## src/rtl/bit_serializer_pkg.sv

```systemverilog
// Shared types and constants for the bit serializer.
// Optional feature macro: BIT_SERIALIZER_PARITY_EN (appends an even-parity bit).
package bit_serializer_pkg;

  localparam int DATA_W_DEF = 8;

  typedef enum logic {
    IDLE  = 1'b0,
    SHIFT = 1'b1
  } ser_state_t;

  // Number of bit cycles in one frame for a given word width.
  function automatic int frame_len(input int data_w);
`ifdef BIT_SERIALIZER_PARITY_EN
    return data_w + 1;
`else
    return data_w;
`endif
  endfunction

endpackage

```

## src/rtl/bit_serializer_if.sv

```systemverilog
// Load handshake and serial output bundle of the bit serializer.
interface bit_serializer_if #(
  parameter int DATA_W = 8
);
  localparam int IDX_W = $clog2(DATA_W + 2);

  logic              load_valid;
  logic [DATA_W-1:0] load_data;
  logic              load_ready;
  logic              bit_out;
  logic              bit_valid;
  logic              frame_done;
  logic [IDX_W-1:0]  bit_index;

  // Upstream producer / downstream consumer view.
  modport master (
    output load_valid, load_data,
    input  load_ready, bit_out, bit_valid, frame_done, bit_index
  );

  // Serializer view.
  modport slave (
    input  load_valid, load_data,
    output load_ready, bit_out, bit_valid, frame_done, bit_index
  );
endinterface

```

## src/rtl/bit_counter.sv

```systemverilog
// Bit-position counter: clears to 0, counts while enabled, wraps at terminal.
module bit_counter #(
  parameter int W = 4
) (
  input  logic         clk,
  input  logic         i_clear,
  input  logic         i_enable,
  input  logic [W-1:0] i_terminal,
  output logic [W-1:0] o_count,
  output logic         o_wrap
);
  logic [W-1:0] r_count;

  assign o_wrap  = i_enable && (r_count == i_terminal);
  assign o_count = r_count;

  // Clear has priority; otherwise advance or wrap back to zero.
  always_ff @(posedge clk) begin
    if (i_clear)       r_count <= '0;
    else if (i_enable) r_count <= o_wrap ? '0 : r_count + 1'b1;
  end
endmodule

```

## src/rtl/bit_serializer.sv

```systemverilog
// Parallel-to-serial converter with valid/ready load handshake.
// Optional feature macro: BIT_SERIALIZER_PARITY_EN (even-parity bit after data).
module bit_serializer
  import bit_serializer_pkg::*;
#(
  parameter int DATA_W    = DATA_W_DEF,
  parameter int MSB_FIRST = 1
) (
  input logic             clk,
  input logic             reset,
  bit_serializer_if.slave bus
);
  localparam int               FRAME_LEN = frame_len(DATA_W);
  localparam int               IDX_W     = $clog2(DATA_W + 2);
  localparam logic [IDX_W-1:0] LAST_IDX  = IDX_W'(FRAME_LEN - 1);

  ser_state_t        r_state;
  logic [DATA_W-1:0] r_shift;
  logic              w_shifting;
  logic              w_ready;
  logic              w_accept;
  logic              w_wrap;
  logic              w_data_bit;
  logic [IDX_W-1:0]  w_index;

  assign w_shifting = (r_state == SHIFT);
  assign w_ready    = !w_shifting || (w_index == LAST_IDX);
  assign w_accept   = bus.load_valid && w_ready && !reset;
  assign w_data_bit = (MSB_FIRST != 0) ? r_shift[DATA_W-1] : r_shift[0];

  // Counter restarts on every accepted word, which gives the bubble-free
  // back-to-back frame without a separate reload path.
  bit_counter #(.W(IDX_W)) u_bit_counter (
    .clk        (clk),
    .i_clear    (reset || w_accept),
    .i_enable   (w_shifting),
    .i_terminal (LAST_IDX),
    .o_count    (w_index),
    .o_wrap     (w_wrap)
  );

  // FSM and shift register: load on accept, shift each bit cycle, idle on wrap.
  always_ff @(posedge clk) begin
    if (reset) begin
      r_state <= IDLE;
      r_shift <= '0;
    end else if (w_accept) begin
      r_state <= SHIFT;
      r_shift <= bus.load_data;
    end else if (w_wrap) begin
      r_state <= IDLE;
      r_shift <= '0;
    end else if (w_shifting) begin
      r_shift <= (MSB_FIRST != 0) ? {r_shift[DATA_W-2:0], 1'b0}
                                  : {1'b0, r_shift[DATA_W-1:1]};
    end
  end

`ifdef BIT_SERIALIZER_PARITY_EN
  logic r_parity;

  // Even parity of the accepted word, emitted after the data bits.
  always_ff @(posedge clk) begin
    if (reset)         r_parity <= 1'b0;
    else if (w_accept) r_parity <= ^bus.load_data;
  end

  assign bus.bit_out = w_shifting &&
                       ((w_index == IDX_W'(DATA_W)) ? r_parity : w_data_bit);
`else
  assign bus.bit_out = w_shifting && w_data_bit;
`endif

  assign bus.load_ready = w_ready;
  assign bus.bit_valid  = w_shifting;
  assign bus.frame_done = w_shifting && (w_index == LAST_IDX);
  assign bus.bit_index  = w_index;
endmodule

```

## src/flat_wrapper.sv

```systemverilog
// flat-port wrapper written by rule: the top's interface ports become plain ports
module bit_serializer_flat import bit_serializer_pkg::*;
#(
  parameter int DATA_W    = DATA_W_DEF,
  parameter int MSB_FIRST = 1
)
  (clk, reset, bus_load_valid, bus_load_data, bus_load_ready, bus_bit_out, bus_bit_valid, bus_frame_done, bus_bit_index);
  bit_serializer_if #(.DATA_W(DATA_W)) bus_i ();
  input logic clk;
  input logic reset;
  input wire logic [$bits(bus_i.load_valid)-1:0] bus_load_valid;
  input wire logic [$bits(bus_i.load_data)-1:0] bus_load_data;
  output wire logic [$bits(bus_i.load_ready)-1:0] bus_load_ready;
  output wire logic [$bits(bus_i.bit_out)-1:0] bus_bit_out;
  output wire logic [$bits(bus_i.bit_valid)-1:0] bus_bit_valid;
  output wire logic [$bits(bus_i.frame_done)-1:0] bus_frame_done;
  output wire logic [$bits(bus_i.bit_index)-1:0] bus_bit_index;
  assign bus_i.load_valid = bus_load_valid;
  assign bus_i.load_data = bus_load_data;
  assign bus_load_ready = bus_i.load_ready;
  assign bus_bit_out = bus_i.bit_out;
  assign bus_bit_valid = bus_i.bit_valid;
  assign bus_frame_done = bus_i.frame_done;
  assign bus_bit_index = bus_i.bit_index;
  bit_serializer #(.DATA_W(DATA_W), .MSB_FIRST(MSB_FIRST)) u_core (.clk(clk), .reset(reset), .bus(bus_i));
endmodule
```

## config.mk

```make
export PLATFORM = sky130hd
export DESIGN_NAME = bit_serializer_flat
export DESIGN_NICKNAME = d
export VERILOG_FILES = /design/src/rtl/bit_serializer_pkg.sv /design/src/rtl/bit_serializer_if.sv /design/src/rtl/bit_counter.sv /design/src/rtl/bit_serializer.sv /design/src/flat_wrapper.sv
export SDC_FILE = /design/constraint.sdc
export NUM_CORES = 1
export LEC_CHECK = 0
export ABC_AREA = 1
export BUFFER_PORTS_ARGS = -buffer_cell sky130_fd_sc_hd__buf_2
export CAP_MARGIN = 20
export CORE_MARGIN = 5
export CORE_UTILIZATION = 50
export DETAILED_ROUTE_END_ITERATION = 8
export PLACE_DENSITY = 0.77
export SLEW_MARGIN = 10
export SYNTH_ARGS = -nofsm -noshare
export SYNTH_HDL_FRONTEND = slang
export SYNTH_SLANG_ARGS = --single-unit
```

## constraint.sdc

```tcl
create_clock -name clk -period 2.4 [get_ports clk]
set_input_delay 0.24 -clock clk [delete_from_list [all_inputs] [get_ports clk]]
set_output_delay 0.24 -clock clk [all_outputs]
set_load 0.01 [all_outputs]
```

Word level (Yosys, flattened, before mapping)
Cells that the tools add are included.
Cells by class
  equality and inequality tests: 1
  muxes and demuxes: 6
  reduce and logical (&&, ||, !) cells: 10
  add/sub/neg operators: 1
Operators by type and width (number)
  8-bit two-way mux: 3
  4-bit by 1-bit adder with 4-bit output, second input constant: 1
  4-bit by 3-bit == test with 1-bit output, second input constant: 1
  1-bit logical AND: 4
  4-bit two-way mux: 1
  3-bit nonzero test: 1
  1-bit logical NOT: 2
  1-bit logical OR: 2
  1-bit two-way mux: 2
  2-bit nonzero test: 1
Word-level totals
  bits in registers: 13
  output and inout port bits: 8
  input port bits: 11
  logic and storage cells: 21

Depth between registers and ports, before layout
Gate-level depths: netlist of the first run.
  depth after elaboration: 5
  mapped depth: 8
  gate-level depth less buffers: 8

By module
Synthesis of the first run repeated with hierarchy kept, for this count alone.
Second synthesis, totals
  cell total of the unflattened synthesis: 112
  area total of the unflattened synthesis: 765.7 um2
By module, submodules not included
  bit_serializer: times used 1, cells each 72, area an instance 504.2 um2
  bit_counter: times used 1, cells each 40, area an instance 261.5 um2

Worst setup path after synthesis of the first run
OpenSTA, ideal clock, no wires.
  path kind: reg2reg
  start: register u_core.u_bit_counter.r_count[0], in the netlist u_core.u_bit_counter.o_count[0]
  end: register u_core.r_shift[1]
  arrival: 1.146 ns
  required time: 2.284 ns
  setup time: 0.116 ns
  cell stages (with the launch flop): 8
  clock period less this slack: 1.262 ns
  setup slack: 1.138 ns
  cells stage by stage: dfxtp_1 -> ha_1 -> nand3_2 -> nand2_2 -> buf_6 -> nand4_1 -> nand2_1 -> a21oi_1
On the way
  longest elaborated chain between the ends: 5
  elaborated cells between the ends (all ways): 8
Ends and longest elaborated chain
  start, declared: RTL line bit_counter.sv:12  | logic [W-1:0] r_count;
  start signal, assigned: RTL line bit_counter.sv:20  | else if (i_enable) r_count <= o_wrap ? '0 : r_count + 1'b1;
  4-bit by 3-bit == test with 1-bit output (*): RTL line bit_serializer.sv:27  | assign w_ready = !w_shifting || (w_index == LAST_IDX);
  1-bit logical OR (*): RTL line bit_serializer.sv:27
  named net bus_load_ready: RTL line flat_wrapper.sv:13  | output wire logic [$bits(bus_i.load_ready)-1:0] bus_load_ready;
  1-bit logical AND (*) (2 in a row): RTL line bit_serializer.sv:28  | assign w_accept = bus.load_valid && w_ready && !reset;
  3-bit nonzero test (no source line) / 8-bit two-way mux (equally long branches)
  end signal, assigned: RTL line bit_serializer.sv:49  | r_shift <= bus.load_data;
  end signal, assigned: RTL line bit_serializer.sv:54  | r_shift <= (MSB_FIRST != 0) ? {r_shift[DATA_W-2:0], 1'b0}
  end, declared: RTL line bit_serializer.sv:18  | logic [DATA_W-1:0] r_shift;
Mark *: on every way through the listed nets, which the timed path passes. The rest lies on a longest branch.
A chain may end at the register's enable or synchronous reset.

Worst setup path after layout of the first run
  start: register u_core.u_bit_counter.r_count[0], in the netlist u_core.u_bit_counter.o_count[0]
  end: output port bus_load_ready
On the way
  longest elaborated chain between the ends: 2
Ends and longest elaborated chain (RTL line)
  4-bit by 3-bit == test with 1-bit output: bit_serializer.sv:27
  1-bit logical OR: bit_serializer.sv:27
  end, declared: flat_wrapper.sv:13
No other way between the ends.

==> results of run 1 <==
## final cells by class
type | count | area (µm²) | area share [%]
timing repair buffer | 18 | 90.1 | 11.7
sequential | 13 | 260 | 33.7
clock buffer | 4 | 26.3 | 3.40
inverter | 13 | 48.8 | 6.31
tap | 15 | 18.8 | 2.43
multi-input combinational | 66 | 329 | 42.6
## cell usage in the layout (no fill, tap or decap)
cell	n
nand2_1	27
buf_2	18
dfxtp_1	13
inv_1	12
nand3_1	9
a21oi_1	8
nand4_1	7
nor2_1	5
clkbuf_4	3
nor3_1	2
o21ai_0	2
nand3_2	1
nand2_2	1
inv_2	1
a21oi_4	1
nor3_2	1
o21ai_1	1
ha_1	1
clkbuf_1	1
## routing by layer
layer  track usage [%]  vias to the layer above
met5                 0                        -
met4              11.9                        0
met1              21.8                      298
li1                  -                      352
met2              25.0                       19
met3              4.69                        5
## per-stage QoR
stage          area (µm²)  util, %  hold WS [ns]  instances  power [mW]
6_report              773     60.2         0.209        129       0.442
5_1_grt               773     60.2         0.221        129       0.468
4_1_cts               773     60.2         0.204        129       0.446
3_5_place_dp          747     58.1         0.459        125       0.308
3_3_place_gp          747     58.1         0.457        125       0.307
2_1_floorplan         667        -         0.309         96       0.289
## power by group through the flow
| stage | combinational, mW | sequential [mW] | clock, mW |
|---|---|---|---|
| after floorplan | 0.0488 | 0.240 | 0 |
| after global placement | 0.0632 | 0.243 | 0 |
| after detailed placement | 0.0643 | 0.243 | 0 |
| after CTS | 0.0646 | 0.239 | 0.143 |
| after global routing | 0.0735 | 0.241 | 0.154 |
| final | 0.0643 | 0.238 | 0.139 |
## state kept, by name, indices dropped and copies added, names as in the netlist
register / flops
u_core.bus.bit_valid: 1
u_core.u_bit_counter.o_count: 4
u_core.r_shift: 8
## final timing paths
path	startpoint	endpoint	cells after the start
worst min register to register	u_core.r_shift[0]	u_core.r_shift[0]	2
worst min-delay path	reset	u_core.r_shift[0]	2
worst max register to register	u_core.u_bit_counter.o_count[0]	u_core.r_shift[4]	7
worst max-delay path	u_core.u_bit_counter.o_count[0]	bus_load_ready	4
## cell families (layout without fill, tap and decap cells)
family,after synthesis,count (layout),share of synthesized area [%]
simple gates,53,53,36.8
buf+inv,17,35,11.6
flops,13,13,39.0
compound gates,12,12,10.7
fa+ha+maj,1,1,1.88
==> reports/results.txt, run 1 <==
Number of DRC markers in iteration 0 - 12
Highest fanout seen on the critical path - 13
Via Count - 674
Period utilization - 68.2%
CP top delay family - flip-flops
RSZ-0062 raised after global routing - false
Yosys synthesis warning count - 0
# diodes - 0
Setup TNS - 0 ns
CTS tree - done
Hold Fails Final Rpt - 0
CTS root buffer - clkbuf_4
Register-to-register setup slack - 0.95 ns
Hold Path Class - in -> reg
Post_cts resized - 0
Register area share after synthesis - 39.0%
Final Skew - 0.000925 ns
Worst vdd ir - 312 µV
Final Worst Setup Slack - 0.763 ns
Starting density of the core - 51.9%
Drt drc - 0
Layout cells sized above 1 - 22.8%
Run status - completed
Startpoint types - register
Filler Cells Inserted - 133
Final Setup Violations - 0
Sw Share - 28.3%
Io pins - 19
WP buf/inv - 1
Worst-margin pin slew - 0.476 ns
Worst-skew pair later-pin latency - 0.28 ns
Synthesis-stage register bit count - 13
First-pass GRT wire length - 2.56 mm
Wire length on met2 - 712 µm
Core footprint - 1280 µm²
Drt wl/cell - 11.4 µm
Dominant synthesized flop cell - dfxtp_1
Lkg Pwr - 0.387 nW
Cell variety after synth - 19
Area Growth Syn to Fin - 15.9%
ANT nets after route - 0
Register share of total power - 54.0%
Slew HR - 68.2%
Worst-path clk slew - 0.08 ns
Synthesized cell area - 667 µm²
Largest net degree at the start of global routing - 14
Max Root-Sink Buffers - 2
Post-synth top cells - nand2_1, dfxtp_1, inv_1
Max incr delay on CP - 0.37 ns
Power Internal - 0.317 mW
Placer Congestion - 0.810
IO Port Bufs - 18
Most area-consuming cells after synthesis - dfxtp_1, nand2_1, nand3_1
Setup bufs post-CTS - 0
Total GRT Usage - 17.3%
Synth Net Count - 108
Setup crit end kind - output port
Met3 WL - 91 µm
DRT met1 WL - 623 µm
Post-synth EDFFs - 0
CTS H-tree depth - 1
Synthesized instance count - 96
HPWL after DPL - 1.07 mm
WL final - 1.47 mm
Placement Rows - 13
Fin. max-slew vios - 0
Slowest-stage cell, CP - dfxtp_1
Avg Cell Area, Syn - 6.95 µm²
Cts hold-fix bufs - 0
Vias per cell - 5.22
Cts bufs inserted - 3
CP Cell Sequence - ha_1 > nand3_2 > nand2_2 > buf_2
PwrDens - 571 nW/µm²
Initial antenna violation count - 0
Uppermost layer routed - met4
Die X - 46.5 µm
GRT overflow - 0
Total clock sinks - 13
Nets@finish - 127
F_max - 611 MHz
WP data arrival - 1.40 ns
Switch Pwr - 0.125 mW
Final Critical Period - 1.64 ns
Asr flop ratio synth - 0%
Detailed-router iteration count before antenna repair - 4
CP Class - reg -> out
Vias in the first global route - 601
Yosys top cell area share - 39.0%
Die area - 2160 µm²
Placement Setup Slack - 0.985 ns
Yosys top cell by area - dfxtp_1
Gate power share - 14.6%
Clock network power share - 31.4%
Most common cell in the netlist - nand2_1
Worst EP required - 2.16 ns
Die Y - 46.5 µm
Max cap viols - 0
No activity file was read; power rests on OpenSTA's default activity.
==> run 2, diff against run 1 <==
ABC_AREA = 0   (was 1)
CORE_UTILIZATION = 43   (was 50)
PLACE_DENSITY = 0.71   (was 0.77)
clock period = 1.5 ns   (was 2.4 ns; I/O delays follow)
==> run 2 against run 1 <==
Compared with the run above:
- sequential power is 60% higher
- clock power is 57% higher
- clock skew is 0.0049 ns higher
- register-to-register slack worse by 0.87 ns
- synthesized cell count is 27% lower
- combinational power is 93% higher
- sequential share of layout area is 2.1 points lower
- via count is 4.3% lower
- critical path depth is 1 higher
==> reports/results.txt, run 2 <==
Synth Net Count - 82
Setup crit end kind - output port
Final Skew - 0.00583 ns
Cts bufs inserted - 3
Area Growth Syn to Fin - 28.5%
Starting density of the core - 44.2%
Post-synthesis mux area share - 1.54%
Layout cells sized above 1 - 39.4%
Core Util, Final - 56.8%
Slew HR - 78.0%
Initial antenna violation count - 0
Asr flop ratio synth - 0%
DRT met1 WL - 716 µm
F_max - 693 MHz
Yosys synthesis warning count - 0
Overall power consumption - 0.723 mW
Dpl cells - 104
Register area share after synthesis - 40.0%
Worst EP required - 1.35 ns
Hold Path Class - in -> reg
Nets@finish - 107
Highest fanout seen on the critical path - 6
Max cap viols - 0
Detailed-router iteration count before antenna repair - 4
Post-synth top cells - dfxtp_1, a21oi_1, a211oi_1, inv_1, nor3_1
Worst-path clk slew - 0.08 ns
Fin. max-slew vios - 0
Yosys top cell by area - dfxtp_1
Vias per cell - 5.86
Synthesis-stage register bit count - 13
Final non-filler cell total - 110
Die X - 48.9 µm
Worst-margin pin slew - 0.328 ns
Final Setup Violations - 0
HPWL after DPL - 1.10 mm
WP buf/inv - 2
Post-Synth XOR/XNOR Area - 0%
Largest Register - u_core.r_shift
Filler Cells Inserted - 149
Reg-to-reg startpoint - u_core.u_bit_counter.o_count[0]
Placement Rows - 14
Synth Area in Compound Gates - 29.2%
Largest net degree at the start of global routing - 14
CP top delay family - flip-flops
Worst vdd ir - 596 µV
WP data arrival - 1.29 ns
Drt drc - 0
Yosys top cell area share - 40.0%
Via Count - 645
Most common cell after layout, fill and taps aside - buf_2
Avg Cell Area, Syn - 9.29 µm²
Number of DRC markers in iteration 0 - 2
Vias in the first global route - 579
Period utilization - 96.2%
First-pass GRT wire length - 2.50 mm
Post-synth EDFFs - 0
CTS root buffer - clkbuf_4
Cell variety after synth - 28
Startpoint types - register
Most area-consuming cells after synthesis - dfxtp_1, a2111oi_1, a211oi_1
Crit path from - u_core.u_bit_counter.o_count[1]
CTS H-tree depth - 1
Core footprint - 1470 µm²
Lkg Pwr - 0.333 nW
Wire length on met2 - 784 µm
CP Class - reg -> out
Die area - 2390 µm²
Dominant synthesized flop cell - dfxtp_1
CTS tree - done
Io pins - 19
Worst-skew pair later-pin latency - 0.28 ns
Placer Congestion - 0.790
Commonest cells after routing, fill and taps aside - buf_2, dfxtp_1, a21oi_1
Hold WS - 0.160 ns
# diodes - 0
Synthesized cell area - 651 µm²
Max Root-Sink Buffers - 2
WL final - 1.61 mm
Met3 WL - 87 µm
Uppermost layer routed - met4
ANT nets after route - 0
Synthesized instance count - 70
GRT overflow - 0
Design area - 836 µm²
Slowest-stage cell, CP - dfxtp_4
Multi-input logic area - 357 µm²
Drt wl/cell - 14.6 µm
PwrDens - 865 nW/µm²
Total clock sinks - 13
Most common cell in the netlist - dfxtp_1
Hold Fails Final Rpt - 0
Max incr delay on CP - 0.37 ns
Main combinational cell family by area after synthesis - compound AO/OA/AOI/OAI gates
IO Port Bufs - 18
Adder-cell area share of the yosys netlist - 1.92%
Die Y - 48.9 µm
Total GRT Usage - 12.9%
Final Critical Period - 1.44 ns
Max FFs per register - 8
CP Cell Sequence - ha_4 > and3b_2 > nor2_4 > inv_2 > buf_6
DP Area - 752 µm²
Run status - completed
Register area - 264 µm²
Synth Area in Simple Gates - 17.1%
HP Start - bus_load_data[3]
==> run 2: cell count changes in the layout (fill, tap and decap cells not counted), moves of 3 or more <==
cell       delta
a2111oi_2     +3
a211oi_1      +5
a32oi_1       +3
buf_4         +6
inv_1         -7
nand2_1      -25
nand3_1       -8
nand4_1       -6
nor2_1        -4
nor3_1        +3
o211ai_1      +4
==> run 2: per-stage QoR <==
step,setup WS [ns],setup TNS [ns]
2_1_floorplan,0.0599,0
3_3_place_gp,0.0443,0
3_5_place_dp,0.00864,0
4_1_cts,0.0310,0
5_1_grt,-0.00979,-0.0282
6_report,0.0575,0
==> run 2: final timing paths <==
path,end,slack (ns),cells after the start
worst max-delay path,bus_load_ready,0.06,5
worst min-delay path,u_core.r_shift[3],0.16,3
worst max register to register,u_core.r_shift[6],0.08,5
worst min register to register,u_core.r_shift[6],0.46,2
==> run 2: final cells by class <==
class                           count  share of cell area (%)
Clock buffer                        4                    3.14
Inverter                            7                    3.29
Timing Repair Buffer               24                    16.9
Tap cell                           16                    2.40
Sequential cell                    13                    31.6
Multi-Input combinational cell     46                    42.7
==> run 2: cells by family (layout without fill, tap and decap cells) <==
kind of cell / Yosys count / count (layout)
fa+ha+maj: 1 / 1
simple gates: 18 / 18
buf+inv: 11 / 35
compound gates: 26 / 26
flops: 13 / 13
mux: 1 / 1
==> run 2: worst min-delay path: stages <==
cell and delay (ns):
buf_2 0.09, o211ai_1 0.08, a21oi_1 0.06
==> run 2: what timing repair did <==
item | in CTS | in global routing
buffers inserted | 1 | 1
pin swaps | 1 | 1
endpoints found under the setup margin | 2 | 5
hold buffers | 0 | 0
gates resized for setup | 4 | 5
==> run 2: power by group <==
part           switching, mW  internal, mW
sequential            0.0161         0.365
clock                  0.115         0.103
combinational         0.0664        0.0574
total                  0.198         0.525
==> run 2: routing by layer <==
layer / vias to the layer above / GRT usage, %
met4: 0 / 5.38
met2: 20 / 20.0
met3: 4 / 3.36
met1: 305 / 16.8
li1: 316 / -
met5: - / 0
